`config.mk`:
```
export PLATFORM = sky130hd
export DESIGN_NAME = instr_encoder_loader
export DESIGN_NICKNAME = d
export VERILOG_FILES = /design/src/rtl/instr_enc_pkg.sv /design/src/rtl/sync_fifo.sv /design/src/rtl/instr_encoder_loader.sv
export SDC_FILE = /design/constraint.sdc
export NUM_CORES = 1
export LEC_CHECK = 0
export ABC_AREA = 1
export CORE_MARGIN = 4
export CORE_UTILIZATION = 30
export CTS_CLUSTER_DIAMETER = 50
export DETAILED_ROUTE_END_ITERATION = 12
export HOLD_SLACK_MARGIN = 0.1
export PLACE_DENSITY = 0.56
export SETUP_SLACK_MARGIN = 0.4
export SYNTH_ARGS = -nofsm -noshare
export SYNTH_HDL_FRONTEND = slang
export SYNTH_SLANG_ARGS = --single-unit
export TNS_END_PERCENT = 30
```
`constraint.sdc`:
```
create_clock -name i_clk -period 4.7 [get_ports i_clk]
set_input_delay 0.705 -clock i_clk [delete_from_list [all_inputs] [get_ports i_clk]]
set_output_delay 0.705 -clock i_clk [all_outputs]
set_load 0.01 [all_outputs]
```
`src/rtl/instr_enc_pkg.sv`:
```
// Shared types, constants and the ARMv4 word encoder for instr_encoder_loader.
package instr_enc_pkg;

  // Request class as presented on the req_op port
  typedef enum logic [1:0] {
    OP_DP  = 2'b00,
    OP_MEM = 2'b01,
    OP_BR  = 2'b10,
    OP_ILL = 2'b11
  } op_e;

  // Loader session FSM
  typedef enum logic [1:0] {
    StIdle  = 2'b00,
    StRun   = 2'b01,
    StFlush = 2'b10,
    StDone  = 2'b11
  } state_e;

  localparam logic [3:0] COND_AL = 4'hE;

  // Data-processing opcodes
  localparam logic [3:0] DP_AND = 4'b0000;
  localparam logic [3:0] DP_SUB = 4'b0010;
  localparam logic [3:0] DP_ADD = 4'b0100;
  localparam logic [3:0] DP_CMP = 4'b1010;
  localparam logic [3:0] DP_ORR = 4'b1100;

  // Instruction class tags in bits [27:26] / [27:25]
  localparam logic [1:0] CLASS_DP  = 2'b00;
  localparam logic [1:0] CLASS_MEM = 2'b01;
  localparam logic [2:0] CLASS_BR  = 3'b101;

  // Field bit positions
  localparam int unsigned BIT_COND_LSB  = 28;
  localparam int unsigned BIT_CLASS_LSB = 26;
  localparam int unsigned BIT_BRCLS_LSB = 25;
  localparam int unsigned BIT_I         = 25;
  localparam int unsigned BIT_CMD_LSB   = 21;
  localparam int unsigned BIT_P         = 24;
  localparam int unsigned BIT_U         = 23;
  localparam int unsigned BIT_B         = 22;
  localparam int unsigned BIT_W         = 21;
  localparam int unsigned BIT_S         = 20;
  localparam int unsigned BIT_L         = 20;
  localparam int unsigned BIT_LINK      = 24;
  localparam int unsigned BIT_RN_LSB    = 16;
  localparam int unsigned BIT_RD_LSB    = 12;

  // One structured request as seen on the request port
  typedef struct packed {
    op_e         op;
    logic [3:0]  cond;
    logic [3:0]  cmd;
    logic        s;
    logic        i;
    logic [3:0]  rn;
    logic [3:0]  rd;
    logic [3:0]  rm;
    logic [4:0]  shamt;
    logic [1:0]  sh;
    logic [11:0] imm12;
    logic [23:0] imm24;
    logic        l;
    logic        u;
  } enc_req_t;

  // Build the 32-bit word; illegal ops yield only the condition field (never pushed)
  function automatic logic [31:0] encode_word(input enc_req_t r, input logic bl_en);
    logic [31:0] w;
    w = '0;
    w[BIT_COND_LSB +: 4] = r.cond;
    case (r.op)
      OP_DP: begin
        w[BIT_CLASS_LSB +: 2] = CLASS_DP;
        w[BIT_I]              = r.i;
        w[BIT_CMD_LSB +: 4]   = r.cmd;
        w[BIT_S]              = r.s;
        w[BIT_RN_LSB +: 4]    = r.rn;
        w[BIT_RD_LSB +: 4]    = r.rd;
        w[11:0]               = r.i ? r.imm12 : {r.shamt, r.sh, 1'b0, r.rm};
      end
      OP_MEM: begin
        // Pre-indexed, word access, no write-back
        w[BIT_CLASS_LSB +: 2] = CLASS_MEM;
        w[BIT_I]              = 1'b0;
        w[BIT_P]              = 1'b1;
        w[BIT_U]              = r.u;
        w[BIT_B]              = 1'b0;
        w[BIT_W]              = 1'b0;
        w[BIT_L]              = r.l;
        w[BIT_RN_LSB +: 4]    = r.rn;
        w[BIT_RD_LSB +: 4]    = r.rd;
        w[11:0]               = r.imm12;
      end
      OP_BR: begin
        w[BIT_BRCLS_LSB +: 3] = CLASS_BR;
        w[BIT_LINK]           = r.l & bl_en;
        w[23:0]               = r.imm24;
      end
      default: ;
    endcase
    return w;
  endfunction

endpackage

```
`src/rtl/sync_fifo.sv`:
```
// Small synchronous FIFO with full/empty flags; DEPTH must be a power of two (>= 2).
module sync_fifo #(
  parameter int unsigned WIDTH = 32,
  parameter int unsigned DEPTH = 4
) (
  input  logic             i_clk,
  input  logic             i_reset,
  input  logic             i_push,
  input  logic [WIDTH-1:0] i_data,
  input  logic             i_pop,
  output logic [WIDTH-1:0] o_data,
  output logic             o_full,
  output logic             o_empty
);

  localparam int unsigned PtrW = $clog2(DEPTH);

  // Extra MSB on each pointer distinguishes full from empty
  logic [PtrW:0]      r_wptr;
  logic [PtrW:0]      r_rptr;
  logic [WIDTH-1:0]   r_mem [DEPTH];
  logic               w_do_push;
  logic               w_do_pop;

  // Flags and guarded handshakes; a push while full is refused even alongside a pop
  always_comb begin
    o_empty   = (r_wptr == r_rptr);
    o_full    = (r_wptr[PtrW] != r_rptr[PtrW]) &&
                (r_wptr[PtrW-1:0] == r_rptr[PtrW-1:0]);
    w_do_push = i_push && !o_full;
    w_do_pop  = i_pop && !o_empty;
    o_data    = r_mem[r_rptr[PtrW-1:0]];
  end

  // Pointer update
  always_ff @(posedge i_clk) begin
    if (i_reset) begin
      r_wptr <= '0;
      r_rptr <= '0;
    end else begin
      if (w_do_push) r_wptr <= r_wptr + 1'b1;
      if (w_do_pop)  r_rptr <= r_rptr + 1'b1;
    end
  end

  // Storage write; contents need no reset since the pointers gate every read
  always_ff @(posedge i_clk) begin
    if (w_do_push) r_mem[r_wptr[PtrW-1:0]] <= i_data;
  end

endmodule

```
`src/rtl/instr_encoder_loader.sv`:
```
// Encodes instruction requests into ARMv4 words, buffers them and writes them to
// instruction memory at consecutive addresses. Optional BL support: INSTR_ENC_BL_EN.
module instr_encoder_loader
  import instr_enc_pkg::*;
#(
  parameter int unsigned ADDR_W     = 6,
  parameter int unsigned FIFO_DEPTH = 4
) (
  input  logic              i_clk,
  input  logic              i_reset,
  input  logic              i_start,
  input  logic [ADDR_W-1:0] i_base_addr,
  input  logic              i_req_valid,
  output logic              o_req_ready,
  input  logic [1:0]        i_req_op,
  input  logic [3:0]        i_req_cond,
  input  logic [3:0]        i_req_cmd,
  input  logic              i_req_s,
  input  logic              i_req_i,
  input  logic [3:0]        i_req_rn,
  input  logic [3:0]        i_req_rd,
  input  logic [3:0]        i_req_rm,
  input  logic [4:0]        i_req_shamt,
  input  logic [1:0]        i_req_sh,
  input  logic [11:0]       i_req_imm12,
  input  logic [23:0]       i_req_imm24,
  input  logic              i_req_l,
  input  logic              i_req_u,
  input  logic              i_req_last,
  output logic              o_imem_we,
  input  logic              i_imem_ready,
  output logic [ADDR_W-1:0] o_imem_addr,
  output logic [31:0]       o_imem_wdata,
  output logic              o_busy,
  output logic              o_done,
  output logic              o_err
);

`ifdef INSTR_ENC_BL_EN
  localparam logic BlEn = 1'b1;
`else
  localparam logic BlEn = 1'b0;
`endif

  state_e            r_state;
  state_e            w_state_next;
  logic [ADDR_W-1:0] r_addr;
  logic              r_err;

  enc_req_t          w_req;
  logic [31:0]       w_word;
  logic              w_accept;
  logic              w_illegal;
  logic              w_push;
  logic              w_pop;
  logic              w_fifo_full;
  logic              w_fifo_empty;
  logic [31:0]       w_fifo_data;

  // Gather the request fields and encode the word combinationally
  always_comb begin
    w_req.op    = op_e'(i_req_op);
    w_req.cond  = i_req_cond;
    w_req.cmd   = i_req_cmd;
    w_req.s     = i_req_s;
    w_req.i     = i_req_i;
    w_req.rn    = i_req_rn;
    w_req.rd    = i_req_rd;
    w_req.rm    = i_req_rm;
    w_req.shamt = i_req_shamt;
    w_req.sh    = i_req_sh;
    w_req.imm12 = i_req_imm12;
    w_req.imm24 = i_req_imm24;
    w_req.l     = i_req_l;
    w_req.u     = i_req_u;
    w_word      = encode_word(w_req, BlEn);
  end

  // Handshake decode: illegal requests are accepted but never pushed
  always_comb begin
    o_req_ready = (r_state == StRun) && !w_fifo_full;
    w_accept    = i_req_valid && o_req_ready;
    w_illegal   = (w_req.op == OP_ILL) || ((w_req.op == OP_BR) && w_req.l && !BlEn);
    w_push      = w_accept && !w_illegal;
    w_pop       = o_imem_we && i_imem_ready;
  end

  // Write-port and status outputs; wdata is held at zero while nothing is queued
  always_comb begin
    o_imem_we    = !w_fifo_empty;
    o_imem_addr  = r_addr;
    o_imem_wdata = o_imem_we ? w_fifo_data : 32'h0;
    o_busy       = (r_state != StIdle);
    o_done       = (r_state == StDone);
    o_err        = r_err;
  end

  // Next-state logic for the load session
  always_comb begin
    w_state_next = r_state;
    unique case (r_state)
      StIdle:  if (i_start) w_state_next = StRun;
      StRun:   if (w_accept && i_req_last) w_state_next = StFlush;
      StFlush: if (w_fifo_empty) w_state_next = StDone;
      StDone:  w_state_next = StIdle;
      default: w_state_next = StIdle;
    endcase
  end

  // State register
  always_ff @(posedge i_clk) begin
    if (i_reset) r_state <= StIdle;
    else         r_state <= w_state_next;
  end

  // Address counter: loads on session start, advances per completed write, wraps silently
  always_ff @(posedge i_clk) begin
    if (i_reset) begin
      r_addr <= '0;
    end else if ((r_state == StIdle) && i_start) begin
      r_addr <= i_base_addr;
    end else if (w_pop) begin
      r_addr <= r_addr + ADDR_W'(1);
    end
  end

  // Sticky illegal-request flag, cleared when a new session starts
  always_ff @(posedge i_clk) begin
    if (i_reset) begin
      r_err <= 1'b0;
    end else if ((r_state == StIdle) && i_start) begin
      r_err <= 1'b0;
    end else if (w_accept && w_illegal) begin
      r_err <= 1'b1;
    end
  end

  sync_fifo #(
    .WIDTH (32),
    .DEPTH (FIFO_DEPTH)
  ) u_fifo (
    .i_clk   (i_clk),
    .i_reset (i_reset),
    .i_push  (w_push),
    .i_data  (w_word),
    .i_pop   (w_pop),
    .o_data  (w_fifo_data),
    .o_full  (w_fifo_full),
    .o_empty (w_fifo_empty)
  );

endmodule

```
# Word level (Yosys, flattened, before mapping)
# Memory sizes are Yosys's and may differ from the RTL's. A register that Yosys moved wholly into a read port is not among the register bits.
# Index checks and enable logic that the tools add are counted.
# totals
elab_cells	55
ramBits	128
ff_bits	15
mem_count	1
# op_classes
n_addsub	3
n_reduce_logical	21
n_eq_ne	12
muxes	13
# mem_list
name	words	width	read_ports	rd_clocked_by_memory_dff	write_ports	line	rtl
u_fifo.r_mem	4	32	1	1	1	sync_fifo.sv:21	logic [WIDTH-1:0] r_mem [DEPTH];
# ops
cell	count
28-bit one-hot mux with 3 select lines	1
32-bit 2-to-1 mux	1
12-bit 2-to-1 mux	1
6-bit 2-to-1 mux	2
1-bit logical AND	11
2-bit 2-to-1 mux	5
2-bit == test, second input constant	4
2-bit one-hot mux with 4 select lines	1
3-bit by 1-bit adder with 3-bit output, second input constant	2
6-bit by 1-bit adder with 6-bit output, second input constant	1
2-bit by 1-bit == test with 1-bit output, second input constant	2
2-bit zero test	2
2-bit inequality test, second input constant	2
2-bit nonzero test	2
3-bit == test	1
1-bit zero test	3
3-bit AND reduction	1
2-bit == test	1
1-bit 2-to-1 mux	2
2-bit by 1-bit inequality test with 1-bit output, second input constant	1
2-bit OR reduction	1
1-bit logical OR	1
1-bit inequality test	1

# Depth between registers and ports, before layout
# logic_depth
depth_word	9
depth_mapped	10
depth_no_buf	10

# Cells and area by module
# From an unflattened synthesis, not the netlist that was laid out.
# hier_totals
cells_unflattened	626
area_unflattened_um2	6513.7
# modules_own_cells
module	instances	seq_area_each_um2	area_each_um2	cells_each
sync_fifo	1	4003.8	5230.0	385
instr_encoder_loader	1	180.2	1283.7	241

# Least setup slack after synthesis
# No wires, ideal clock.
# synth_timing
path_type	in2reg
start	input i_req_op[0]
end	memory u_fifo.r_mem[3][0], enable pin
path_buffers	1
required_ps	4279
stages	6
arrival_ps	2666
path_slack_ps	1613
path_cell_list	clkbuf_1 nor2_1 nor2_1 nor2_2 inv_2 nor2_1
# synth_between
elab_chain_len	8
elab_cells_between_ends	9
cone_classes	eq/ne: 2; mux: 2; reduce/logical: 5
# synth_lines
item	line	rtl
start, declared	instr_encoder_loader.sv:15	input logic [1:0] i_req_op,
2-bit == test	instr_encoder_loader.sv:83	w_illegal = (w_req.op == OP_ILL) || ((w_req.op == OP_BR) && w_req.l && !BlEn);
1-bit logical AND	instr_encoder_loader.sv:83	
1-bit logical OR (*)	instr_encoder_loader.sv:83	
1-bit zero test (*)	instr_encoder_loader.sv:84	w_push = w_accept && !w_illegal;
1-bit logical AND (*)	instr_encoder_loader.sv:84	
1-bit logical AND (*)	sync_fifo.sv:30	w_do_push = i_push && !o_full;
1-bit 2-to-1 mux (*)	sync_fifo.sv:48	if (w_do_push) r_mem[r_wptr[PtrW-1:0]] <= i_data;
1-bit 2-to-1 mux (not written as such) (*)	sync_fifo.sv:48	
end, declared	sync_fifo.sv:21	
# Every way passes the cells marked *; elsewhere a longest branch is shown, timed or not.

==> flow_summary.ini <==
[run_status]
status = completed

[logic_synthesis]
synth_area_per_cell_sq_um = 10.6
synthDistinctLibCells = 32
syn_area_sq_um = 6450
syn_inst = 607
ys_ff_latch = 145
ys_seq_area_frac = 0.648
ys_async_sr_fraction = 0
synthTopCellsByArea = edfxtp_1 60%, nor2_1 7.2%, dfxtp_1 5.3%
yosysTopAreaCell = edfxtp_1
yosysMostFrequentCell = edfxtp_1
synth_commonest_cells = 128 x edfxtp_1, 123 x nor2_1, 82 x nand2_1
synth_nets = 699
yosysWarnings = 0
synth_edf_count = 128
yosys.area.top_type_share = 0.596
ys.flop_type = edfxtp_1

[hold_path]
hold_path.class = reg -> reg

[floorplan]
coreArea_sq_um = 21100
std_cell_rows = 53
fp.dieW_um = 155
io_pins = 124
die-height_um = 155
die-area_sq_um = 23900
start_util = 0.306

[clocking]
clockRootBuffer = clkbuf_16
clock_path_buffers = 2
clkTransAtPathRegs_ns = 0.06
clock_latency_ns = 0.42
ctsResizeCount = 0
postCtsHoldBufs = 0
post_cts_buffers = 0
h-tree-depth = 4
cts_tree = yes
cts_made_buffers = 17
clock_sinks = 145

[layout]
fillers = 2068
n_antenna_cell = 0
area_delta_synth_final_pct = 32.1
drive_gt1_frac = 0.0736
nets = 813

[global_routing]
antenna_found_initial = 0
first_global_vias = 4693
grt_usage = 0.133
grt_max_degree = 65
grt_overflow = 0
grt_pass1_wl_mm = 24.9

[routing]
drc = 0
wl_per_cell_um = 15.7
drt-initial-drc-count = 344
wl_mm = 15.9
vias = 4704
ant_nets = 0
first_pass_iters = 4
via_per_inst = 4.66

[sta]
rsz0062_at_grt = false
slew_violations = 0
setup_viol = 0
tns_ns = 0
tightest_slew_ns = 1.11
setup_slack_ns = 1.26
final-hold-violation-count = 0
finClkSkew_ns = 0.0104
fmax_mhz = 291
min_period_ns = 3.44
fin_crit_sh = 0.731
relSlewSlack = 0.261

[critical_path]
startpoint_type = flop
required_ns = 3.99
path_max_fanout = 64
endpoint_kind = output pin
worstPathArrival_ns = 2.73
crit_type = reg -> out

[placed_design]
dp_hpwl_mm = 10.1
pre_cts_slack_ns = 1.11
gp_congestion = 0.766
portBuffers = 123

[pwr]
p_leak_nw = 3.19
irDropWorstVdd_mv = 0.283
power-per-cell-area_nw_per_um2 = 516
p_total_mw = 4.39

[run]
maxCapViolations = 0
cells by family (layout without fill, tap and decap cells):
logic type,Yosys count,count (layout),synth area share
AND/OR/NAND/NOR,253,253,0.162
flip-flops,145,145,0.648
AO/OA/AOI/OAI,105,105,0.109
buffers and inverters,93,220,0.0588
adder cells (fa/ha/maj),11,11,0.0213
worst paths after layout:
kind | start | slack [ns] | end | depth (start not counted)
worst max-delay path | flop | 1.26 | o_imem_wdata[1] | 5
worst max register to register | u_fifo.r_wptr[0]$_SDFFE_PP0N_ | 2.21 | u_fifo.r_mem[1][28]$_DFFE_PP_ | 8
worst min-delay path | o_err$_SDFFE_PP0P_ | 0.47 | o_err$_SDFFE_PP0P_ | 1
worst min register to register | o_err$_SDFFE_PP0P_ | 0.47 | o_err$_SDFFE_PP0P_ | 1
where the power goes:
group          switching (mW)  internal (mW)  total, mW
logic                   0.812          0.672       1.48
registers               0.108           1.50       1.61
clock network           0.487          0.818       1.31
registers in the layout, summed over array words and instances (netlist names), named ones only:
name / cells
o_imem_addr: 6
o_err: 1
u_fifo.r_rptr: 3
r_state: 2
u_fifo.r_mem: 128
u_fifo.r_wptr: 3
metal layers:
metal  track usage  routed length [um]  part of all wire  vias to the layer above
li1              -                   -                 -                     2350
met1         0.183                7800              0.49                     2206
met2         0.202                6870              0.43                      135
met3        0.0397                1000             0.063                       13
met4        0.0425                 192             0.012                        0
met5             0                   0                 0                        -
critical path: stages (launching register included):
cell and delay, ns:
dfxtp_2 1.06, o21ai_0 0.25, o32ai_1 0.26, nand2_1 0.09, inv_1 0.07, clkdlybuf4s50_1 0.56
cell type report:
type | instances | area [sq um] | share of cell area
repair buffers | 128 | 1270 | 0.149
inverters | 60 | 226 | 0.0266
clock inverters | 15 | 149 | 0.0175
flip-flops and latches | 145 | 4190 | 0.491
multi-input cells | 369 | 1920 | 0.226
clock buffers | 17 | 425 | 0.0499
well taps | 275 | 344 | 0.0404
per-stage QoR:
stage	instances	area, sq um	hold slack, ns	utilization
after floorplan	607	6450	0.472	-
after CTS	1009	8520	0.485	0.404
after global placement	977	7950	0.448	0.377
after detailed placement	977	7950	0.467	0.377
final	1009	8520	0.474	0.404
after global routing	1009	8520	0.499	0.404
placed cells by master, fill, tap and decap left out, drive strengths merged, types with 2 or more instances in the layout:
| cell type | n |
|---|---|
| edfxtp | 128 |
| nand2 | 86 |
| buf | 5 |
| nor2 | 124 |
| a22o | 10 |
| inv | 59 |
| a31oi | 4 |
| clkdlybuf4s50 | 123 |
| a21oi | 12 |
| nand3 | 32 |
| nand4 | 5 |
| o21ai | 42 |
| nor3 | 2 |
| ha | 11 |
| o32ai | 32 |
| dfxtp | 17 |
| clkbuf | 17 |
| bufinv | 3 |
| a22oi | 3 |
| clkinv | 12 |
Note: power is estimated with default switching activity, not from simulation.
